--- src/rtl/out_buff_drain.sv ---
// Read-side sequencer for the even/odd output buffer banks: issues lockstep bank reads,
// captures the 1-cycle-latency data into a 2-entry FIFO and streams packed words out.
module out_buff_drain #(
  parameter int num_pe_row         = 4,
  parameter int data_width_to_buff = 16,
  parameter int nb_data            = 8192,
  parameter int addr_width         = 13
) (
  input  logic                                       clk,
  input  logic                                       rst,
  input  logic                                       start,
  input  logic [addr_width-1:0]                      base_addr,
  input  logic [addr_width:0]                        num_words,
  output logic                                       busy,
  output logic                                       done,
  output logic [num_pe_row-1:0]                      rEn_even_AH,
  output logic [num_pe_row-1:0]                      rEn_odd_AH,
  output logic [num_pe_row*addr_width-1:0]           rAddr_even,
  output logic [num_pe_row*addr_width-1:0]           rAddr_odd,
  input  logic [num_pe_row*data_width_to_buff-1:0]   buff_data_out_even,
  input  logic [num_pe_row*data_width_to_buff-1:0]   buff_data_out_odd,
  output logic                                       out_valid,
  input  logic                                       out_ready,
  output logic [2*num_pe_row*data_width_to_buff-1:0] out_data,
  output logic [1:0]                                 dbg_state
);

  localparam int D  = data_width_to_buff;
  localparam int WW = 2 * num_pe_row * D;

  typedef enum logic [1:0] {
    S_IDLE  = 2'd0,
    S_RUN   = 2'd1,
    S_FLUSH = 2'd2,
    S_DONE  = 2'd3
  } state_t;

  state_t                r_state;
  state_t                w_next;
  logic [addr_width-1:0] r_next_addr;
  logic [addr_width-1:0] r_last_addr;
  logic [addr_width-1:0] w_addr;
  logic [addr_width-1:0] w_addr_inc;
  logic [addr_width:0]   r_remaining;
  logic                  r_inflight;
  logic [WW-1:0]         r_fifo [2];
  logic                  r_wptr;
  logic                  r_rptr;
  logic [1:0]            r_cnt;
  logic                  w_pop;
  logic                  w_push;
  logic                  w_issue;
  logic [2:0]            w_occ;
  logic [WW-1:0]         w_packed;

  // Handshake: a word transfers on every posedge where out_valid && out_ready; out_valid
  // never drops and out_data never changes while a word waits for out_ready.
  assign w_pop  = (r_cnt != 2'd0) && out_ready;
  assign w_push = r_inflight;
  assign w_occ  = {1'b0, r_cnt} + {2'b00, r_inflight};

  // Reserve a FIFO slot for every read in flight, so the FIFO can never overflow.
  assign w_issue = (r_state == S_RUN) && (w_occ <= 3'd1 + {2'b00, w_pop});

  assign w_addr_inc = (r_next_addr == addr_width'(nb_data - 1)) ? '0
                                                                : r_next_addr + addr_width'(1);
  assign w_addr     = w_issue ? r_next_addr : r_last_addr;

  always_comb begin
    w_packed = '0;
    for (int r = 0; r < num_pe_row; r++) begin
      w_packed[2*r*D +: D]     = buff_data_out_even[r*D +: D];
      w_packed[(2*r+1)*D +: D] = buff_data_out_odd[r*D +: D];
    end
  end

  always_comb begin
    w_next = r_state;
    case (r_state)
      S_IDLE:  if (start) w_next = (num_words == '0) ? S_DONE : S_RUN;
      S_RUN:   if (w_issue && (r_remaining == (addr_width+1)'(1))) w_next = S_FLUSH;
      S_FLUSH: if (!r_inflight && ((r_cnt == 2'd0) || ((r_cnt == 2'd1) && w_pop)))
                 w_next = S_DONE;
      S_DONE:  w_next = S_IDLE;
      default: w_next = S_IDLE;
    endcase
  end

  always_ff @(posedge clk) begin
    if (rst) begin
      r_state     <= S_IDLE;
      r_next_addr <= '0;
      r_last_addr <= '0;
      r_remaining <= '0;
      r_inflight  <= 1'b0;
      r_wptr      <= 1'b0;
      r_rptr      <= 1'b0;
      r_cnt       <= 2'd0;
      r_fifo[0]   <= '0;
      r_fifo[1]   <= '0;
    end else begin
      r_state    <= w_next;
      r_inflight <= w_issue;
      if ((r_state == S_IDLE) && start) begin
        r_next_addr <= base_addr;
        r_remaining <= num_words;
      end
      if (w_issue) begin
        r_last_addr <= r_next_addr;
        r_next_addr <= w_addr_inc;
        r_remaining <= r_remaining - (addr_width+1)'(1);
      end
      if (w_push) begin
        r_fifo[r_wptr] <= w_packed;
        r_wptr         <= ~r_wptr;
      end
      if (w_pop) r_rptr <= ~r_rptr;
      case ({w_push, w_pop})
        2'b10:   r_cnt <= r_cnt + 2'd1;
        2'b01:   r_cnt <= r_cnt - 2'd1;
        default: r_cnt <= r_cnt;
      endcase
    end
  end

  assign rEn_even_AH = {num_pe_row{w_issue}};
  assign rEn_odd_AH  = {num_pe_row{w_issue}};
  assign rAddr_even  = {num_pe_row{w_addr}};
  assign rAddr_odd   = {num_pe_row{w_addr}};
  assign out_valid   = (r_cnt != 2'd0);
  assign out_data    = out_valid ? r_fifo[r_rptr] : '0;
  assign busy        = (r_state != S_IDLE);
  assign done        = (r_state == S_DONE);
  assign dbg_state   = r_state;

endmodule

--- config.mk ---
export PLATFORM = sky130hd
export DESIGN_NAME = out_buff_drain
export DESIGN_NICKNAME = d
export VERILOG_FILES = /design/src/rtl/out_buff_drain.sv
export SDC_FILE = /design/constraint.sdc
export NUM_CORES = 1
export LEC_CHECK = 0
export ABC_AREA = 1
export ABC_CLOCK_PERIOD_IN_PS = 12640
export CORE_UTILIZATION = 30
export CTS_BUF_LIST = sky130_fd_sc_hd__clkbuf_4 sky130_fd_sc_hd__clkbuf_8
export DETAILED_ROUTE_END_ITERATION = 6
export GPL_TIMING_DRIVEN = 0
export PLACE_DENSITY = 0.54
export REMOVE_ABC_BUFFERS = 1
export SETUP_SLACK_MARGIN = 0.1
export SYNTH_ARGS = -nofsm -noshare
export SYNTH_HDL_FRONTEND = slang
export SYNTH_SLANG_ARGS = --single-unit
export TNS_END_PERCENT = 1
--- constraint.sdc ---
create_clock -name clk -period 12.64 [get_ports clk]
set_clock_uncertainty 0.15 [all_clocks]
set_input_delay 2.528 -clock clk [delete_from_list [all_inputs] [get_ports clk]]
set_output_delay 2.528 -clock clk [all_outputs]
set_load 0.01 [all_outputs]
Word level (Yosys, flattened, before mapping)
Memory sizes are Yosys's and may differ from the RTL's. A register that Yosys moved wholly into a read port is not among the register bits.
Cells that the tools add are included.
{"block": "totals", "regBits": 47, "latch_bits": 0, "ram_bits": 256, "mem_bits_ro": 0, "input_bits": 159, "out_inout_bits": 245, "wordCells": 69, "memories": 1}
{"block": "classes", "n_addsub": 6, "multipliers": 0, "div_mod_pow": 0, "n_lt_le_gt_ge": 1, "eq_ne": 11, "shifts": 0, "n_mux": 23, "bitwise_logic": 2, "reduce_logical": 17}
{"name": "r_fifo", "words": 2, "word_bits": 128, "read_ports": 1, "rd_ports_with_merged_regs": 1, "wr": 2, "line": "46", "text": "logic [WW-1:0] r_fifo [2];"}
{"op": "$mux 128", "count": 2}
{"op": "$reduce_or 128->1", "count": 1}
{"op": "$mux 13", "count": 4}
{"op": "$mux 14", "count": 2}
{"op": "$eq 14x1->1 const B", "count": 1}
{"op": "$logic_not 14->1", "count": 1}
{"op": "$sub 14x1->14 const B", "count": 1}
{"op": "$add 13x1->13 const B", "count": 1}
{"op": "$eq 13x13->1 const B", "count": 1}
{"op": "$mux 1", "count": 9}
{"op": "$mux 2", "count": 4}
{"op": "$pmux 2 s4", "count": 1}
{"op": "$reduce_bool 2->1", "count": 4}
{"op": "$eq 2x1->1 const B", "count": 3}
{"op": "$eq 2x2->1 const B", "count": 3}
{"op": "$logic_and 1x1->1", "count": 6}
{"op": "$logic_not 2->1", "count": 2}
{"op": "$ne 2x2->1 const B", "count": 2}
{"op": "$pmux 2 s2", "count": 1}
{"op": "$add 2x1->3", "count": 1}
{"op": "$le 3x2->1", "count": 1}
{"op": "$reduce_and 3->1", "count": 1}
{"op": "$add 1x1->2 const A", "count": 1}
{"op": "$add 2x1->2 const B", "count": 1}
{"op": "5 further kinds", "count": 6}

Logic depth before layout (Yosys ltp)
{"block": "logic_depth", "word_depth": 8, "depth_mapped": 16, "depth_no_buf": 14}

Worst setup path after synthesis
No wires, ideal clock.
{"block": "synth_timing", "path_type": "input to output", "start": "input out_ready", "end": "output rAddr_even[25]", "arrival_ns": 4.593, "required_time_ns": 9.962, "path_slack_ns": 5.369, "cell_stages": 13, "path_buffers": 3, "path_cell_list": "inv_1 nor2_1 fa_1 nor2_4 nand2_2 nand2_2 nand2_2 nand2_2 buf_6 buf_6 nor2_1 a21oi_1 buf_4"}
{"block": "synth_between", "elab_chain_len": 5}
{"element": "from (decl)", "line": "23", "text": "input logic out_ready,"}
{"element": "$logic_and 1x1->1", "line": "58", "text": "assign w_pop = (r_cnt != 2'd0) && out_ready;"}
{"element": "via w_pop", "line": "50", "text": "logic w_pop;"}
{"element": "$add 1x1->2", "line": "63", "text": "assign w_issue = (r_state == S_RUN) && (w_occ <= 3'd1 + {2'b00, w_pop});"}
{"element": "$le 3x2->1", "line": "63"}
{"element": "$logic_and 1x1->1", "line": "63"}
{"element": "$mux 13"}
{"element": "to (decl)", "line": "18", "text": "output logic [num_pe_row*addr_width-1:0] rAddr_even,"}
The timed path passes the listed nets, and every way through them passes these cells.

Final worst setup path
{"block": "layout_timing", "start": "input out_ready", "end": "output rAddr_odd[38]"}
{"block": "layout_between", "elab_chain_len": 5}
{"element": "$logic_and 1x1->1", "line": "58"}
{"element": "via w_pop", "line": "50"}
{"element": "$add 1x1->2", "line": "63"}
{"element": "$le 3x2->1", "line": "63"}
{"element": "$logic_and 1x1->1", "line": "63"}
{"element": "$mux 13"}
{"element": "to (decl)", "line": "19", "text": "output logic [num_pe_row*addr_width-1:0] rAddr_odd,"}
The timed path passes the listed nets, and every way through them passes these cells.

==> results by group <==
Route
  • Antenna Violating Nets Remaining: 0
  • Routed length per placed instance: 16.1 microns
  • Via/cell ratio: 4.46
  • Final wirelength: 42900 microns
  • DRC Markers: 0
  • DRT Pass-1 Iters: 5
  • Initial DRC count: 710
  • Via count: 11867

Clock tree
  • Inserted Clock Buffers: 56
  • # clock sinks: 304
  • Worst skew pair latency: 610 ps
  • Setup Fix Bufs, Post-CTS: 0
  • Root buffer cell: clkbuf_8
  • # hold bufs at CTS: 0
  • TritonCTS clock tree: done
  • CTS H-tree lvls: 2
  • PostCTS Resize Cnt: 0
  • Longest Clk Path Bufs: 3
  • Reg clk slew, reported paths: 50 ps

Pwr
  • Pwr dens: 239 nW/um^2
  • Sequential power share: 28.5%
  • Switching power share of the total: 38.0%
  • LEAKAGE: 8.50 nW
  • Psw: 0.00182 W
  • Comb power frac: 51.5%
  • P_int: 0.00297 W
  • Clock share of power: 20.1%
  • Maximum VDD drop: 0.235 mV

Finish
  • FF/Latch Area: 8650 sq um
  • Layout cells sized above 1: 6.83%
  • Final core utilization: 41.1%
  • Final Net Count: 2120
  • Fillers: 4864
  • Multi-input gate area: 4330 sq um
  • Final cell count without fillers: 2658
  • Layout area overhead: 35.1%

Floorplan
  • Core area: 48800 sq um
  • Initial core utilization: 30.4%
  • Die height: 224 microns
  • Row count: 81
  • IO Pins: 404
  • Full die area: 50400 sq um
  • Die W: 224 microns

Critical path
  • Req. time, crit path: 9960 ps
  • Cells along the critical path: clkdlybuf4s50_1 -> inv_1 -> nor2_1 -> fa_1 -> nor2_4 -> nand2_2 -> nand2_2 -> nand2_2 -> nand2_2 -> nor2_1 -> a21oi_1 -> clkdlybuf4s50_1
  • Critical path's slowest cell: clkdlybuf4s50_1
  • CP arrival: 6330 ps
  • Crit Path Class: in -> out
  • Critical Path Start Type: primary input
  • Delay of the slowest cell on the worst path: 690 ps
  • CP dominant cell by count: nand2_2
  • CP Capture Type: output pin
  • CP max FO: 48

Logic synthesis
  • Most instantiated library cell after synthesis: nor2_1
  • Synth top area cells: edfxtp_1, nor2_1, dfxtp_1
  • YS warnings: 0
  • Mapped Area: 14800 sq um
  • Synth unique cells: 32
  • Cells after Synth: 1661
  • Top post-synthesis cells by count: nor2_1, edfxtp_1, inv_1
  • Ys flop type: edfxtp_1
  • Synth async-reset ratio: 0%
  • EDFF count, synth: 256
  • Share of the synthesized area in the top cell type: 51.8%
  • Area leader, netlist: edfxtp_1
  • Sequential share of the synthesized area: 58.3%
  • Mapped Avg Cell Area: 8.94 sq um
  • Number of synthesized register bits: 304

Timing
  • Setup violators final: 0
  • Max Fclk: 111 MHz
  • Final Hold Vio Count: 0
  • Post-route clock period utilization: 71.3%
  • Setup tns final: 0 ps
  • Rel. slew slack: 22.3%
  • Worst slew pin tran: 1160 ps
  • Unrepaired setup endpoints after global routing: no
  • Slew Limit Fails: 0
  • Min Clock Period, post-route: 9010 ps

Outcome
  • Status: finished, final reports clean

Hold path
  • Hold Path Class: reg -> reg

Global routing
  • Largest net degree at the start of global routing: 84
  • First-pass GRT wire length: 65200 microns
  • Global route total overflow: 0
  • Initial antenna violation count: 7
  • Vias in the first global route: 11771
  • GR Util All Layers: 16.6%

Place
  • RD Place Congestion: 0.811
  • Cell Count Post-Placement: 2552
  • Port buffer count: 403
  • Dpl hpwl: 26200 microns

Flow run
  • Number of max-cap violations: 0
==> per-layer routing <==
layer / vias to the layer above / wire length, microns / GRT usage (%)
met4: 6 / 701 / 4.32
li1: 5778 / - / -
met1: 5613 / 18800 / 21.4
met3: 63 / 3280 / 4.92
met2: 407 / 20100 / 27.2
met5: - / 36 / 0
==> worst paths after layout <==
check | startpoint | end | slack, ps | cells after the start
setup / recovery | out_ready | rAddr_odd[38] | 3630 | 12
hold / removal | r_rptr | register | 320 | 2
setup reg to reg | r_cnt[0] | r_remaining[13] | 8930 | 13
hold reg to reg | r_rptr | register | 320 | 2
==> power by group through the flow <==
| stage | Sequential, W | Combinational, W | Clock [W] |
|---|---|---|---|
| 2_1_floorplan | 0.00136 | 0.00108 | 0 |
| 3_3_place_gp | 0.00142 | 0.00245 | 0 |
| 3_5_place_dp | 0.00138 | 0.00247 | 0 |
| 4_1_cts | 0.00136 | 0.00250 | 0.00100 |
| 5_1_grt | 0.00138 | 0.00268 | 0.00105 |
| 6_report | 0.00136 | 0.00246 | 0.000960 |
==> metrics by stage <==
stage | hold WS, ps | instance area (sq um) | power, W | setup WS (ps)
floorplan | 298 | 13700 | 0.00245 | 2830
global placement | 310 | 18500 | 0.00387 | -7430
detailed placement | 313 | 18900 | 0.00386 | 3520
CTS | 324 | 20000 | 0.00486 | 3510
global route | 343 | 20000 | 0.00511 | 3270
finish | 322 | 20100 | 0.00479 | 3630
==> kinds of logic (layout without fill, tap and decap cells) <==
group	count (synthesis)	in the layout	share of synthesized area [%]
flops	304	304	58.3
buf+inv	380	710	12.8
other cells	0	3	0
fa+ha+maj	15	15	1.32
xor+xnor	8	8	0.472
simple gates	742	742	19.8
compound gates	212	212	7.37
==> worst max-delay path, delay by kind of cell <==
kind,cells,cell delay (ps)
compound gates,1,670
fa+ha+maj,1,500
buf+inv,3,1210
simple gates,7,1400
==> placed cells by master (no fill, tap or decap), types with 14 or more instances in the layout <==
| master | count |
|---|---|
| nor2_1 | 574 |
| clkdlybuf4s50_1 | 403 |
| edfxtp_1 | 256 |
| inv_1 | 190 |
| o21ai_0 | 157 |
| nand2_1 | 92 |
| clkbuf_8 | 60 |
| dfxtp_1 | 47 |
| nand3_1 | 40 |
| a21oi_1 | 31 |
| clkbuf_4 | 20 |
| o21ai_1 | 16 |
| ha_1 | 14 |
==> final cells by class <==
| type | instances | area share, % |
|---|---|---|
| Inverter | 192 | 3.63 |
| Clock buffer | 80 | 4.87 |
| Antenna cell | 3 | 0.0374 |
| Sequential cell | 304 | 43.1 |
| Multi-Input combinational cell | 977 | 21.6 |
| Clock inverter | 23 | 0.836 |
| Tap cell | 664 | 4.14 |
| Timing Repair Buffer | 415 | 21.7 |
==> state kept, by name (all words and copies together) (netlist names), named ones only <==
name         flops
r_rptr           1
dbg_state        2
r_next_addr     13
r_wptr           1
r_cnt            2
r_last_addr     13
r_remaining     14
r_fifo         256
r_inflight       1
No activity file was read; power rests on OpenSTA's default activity.
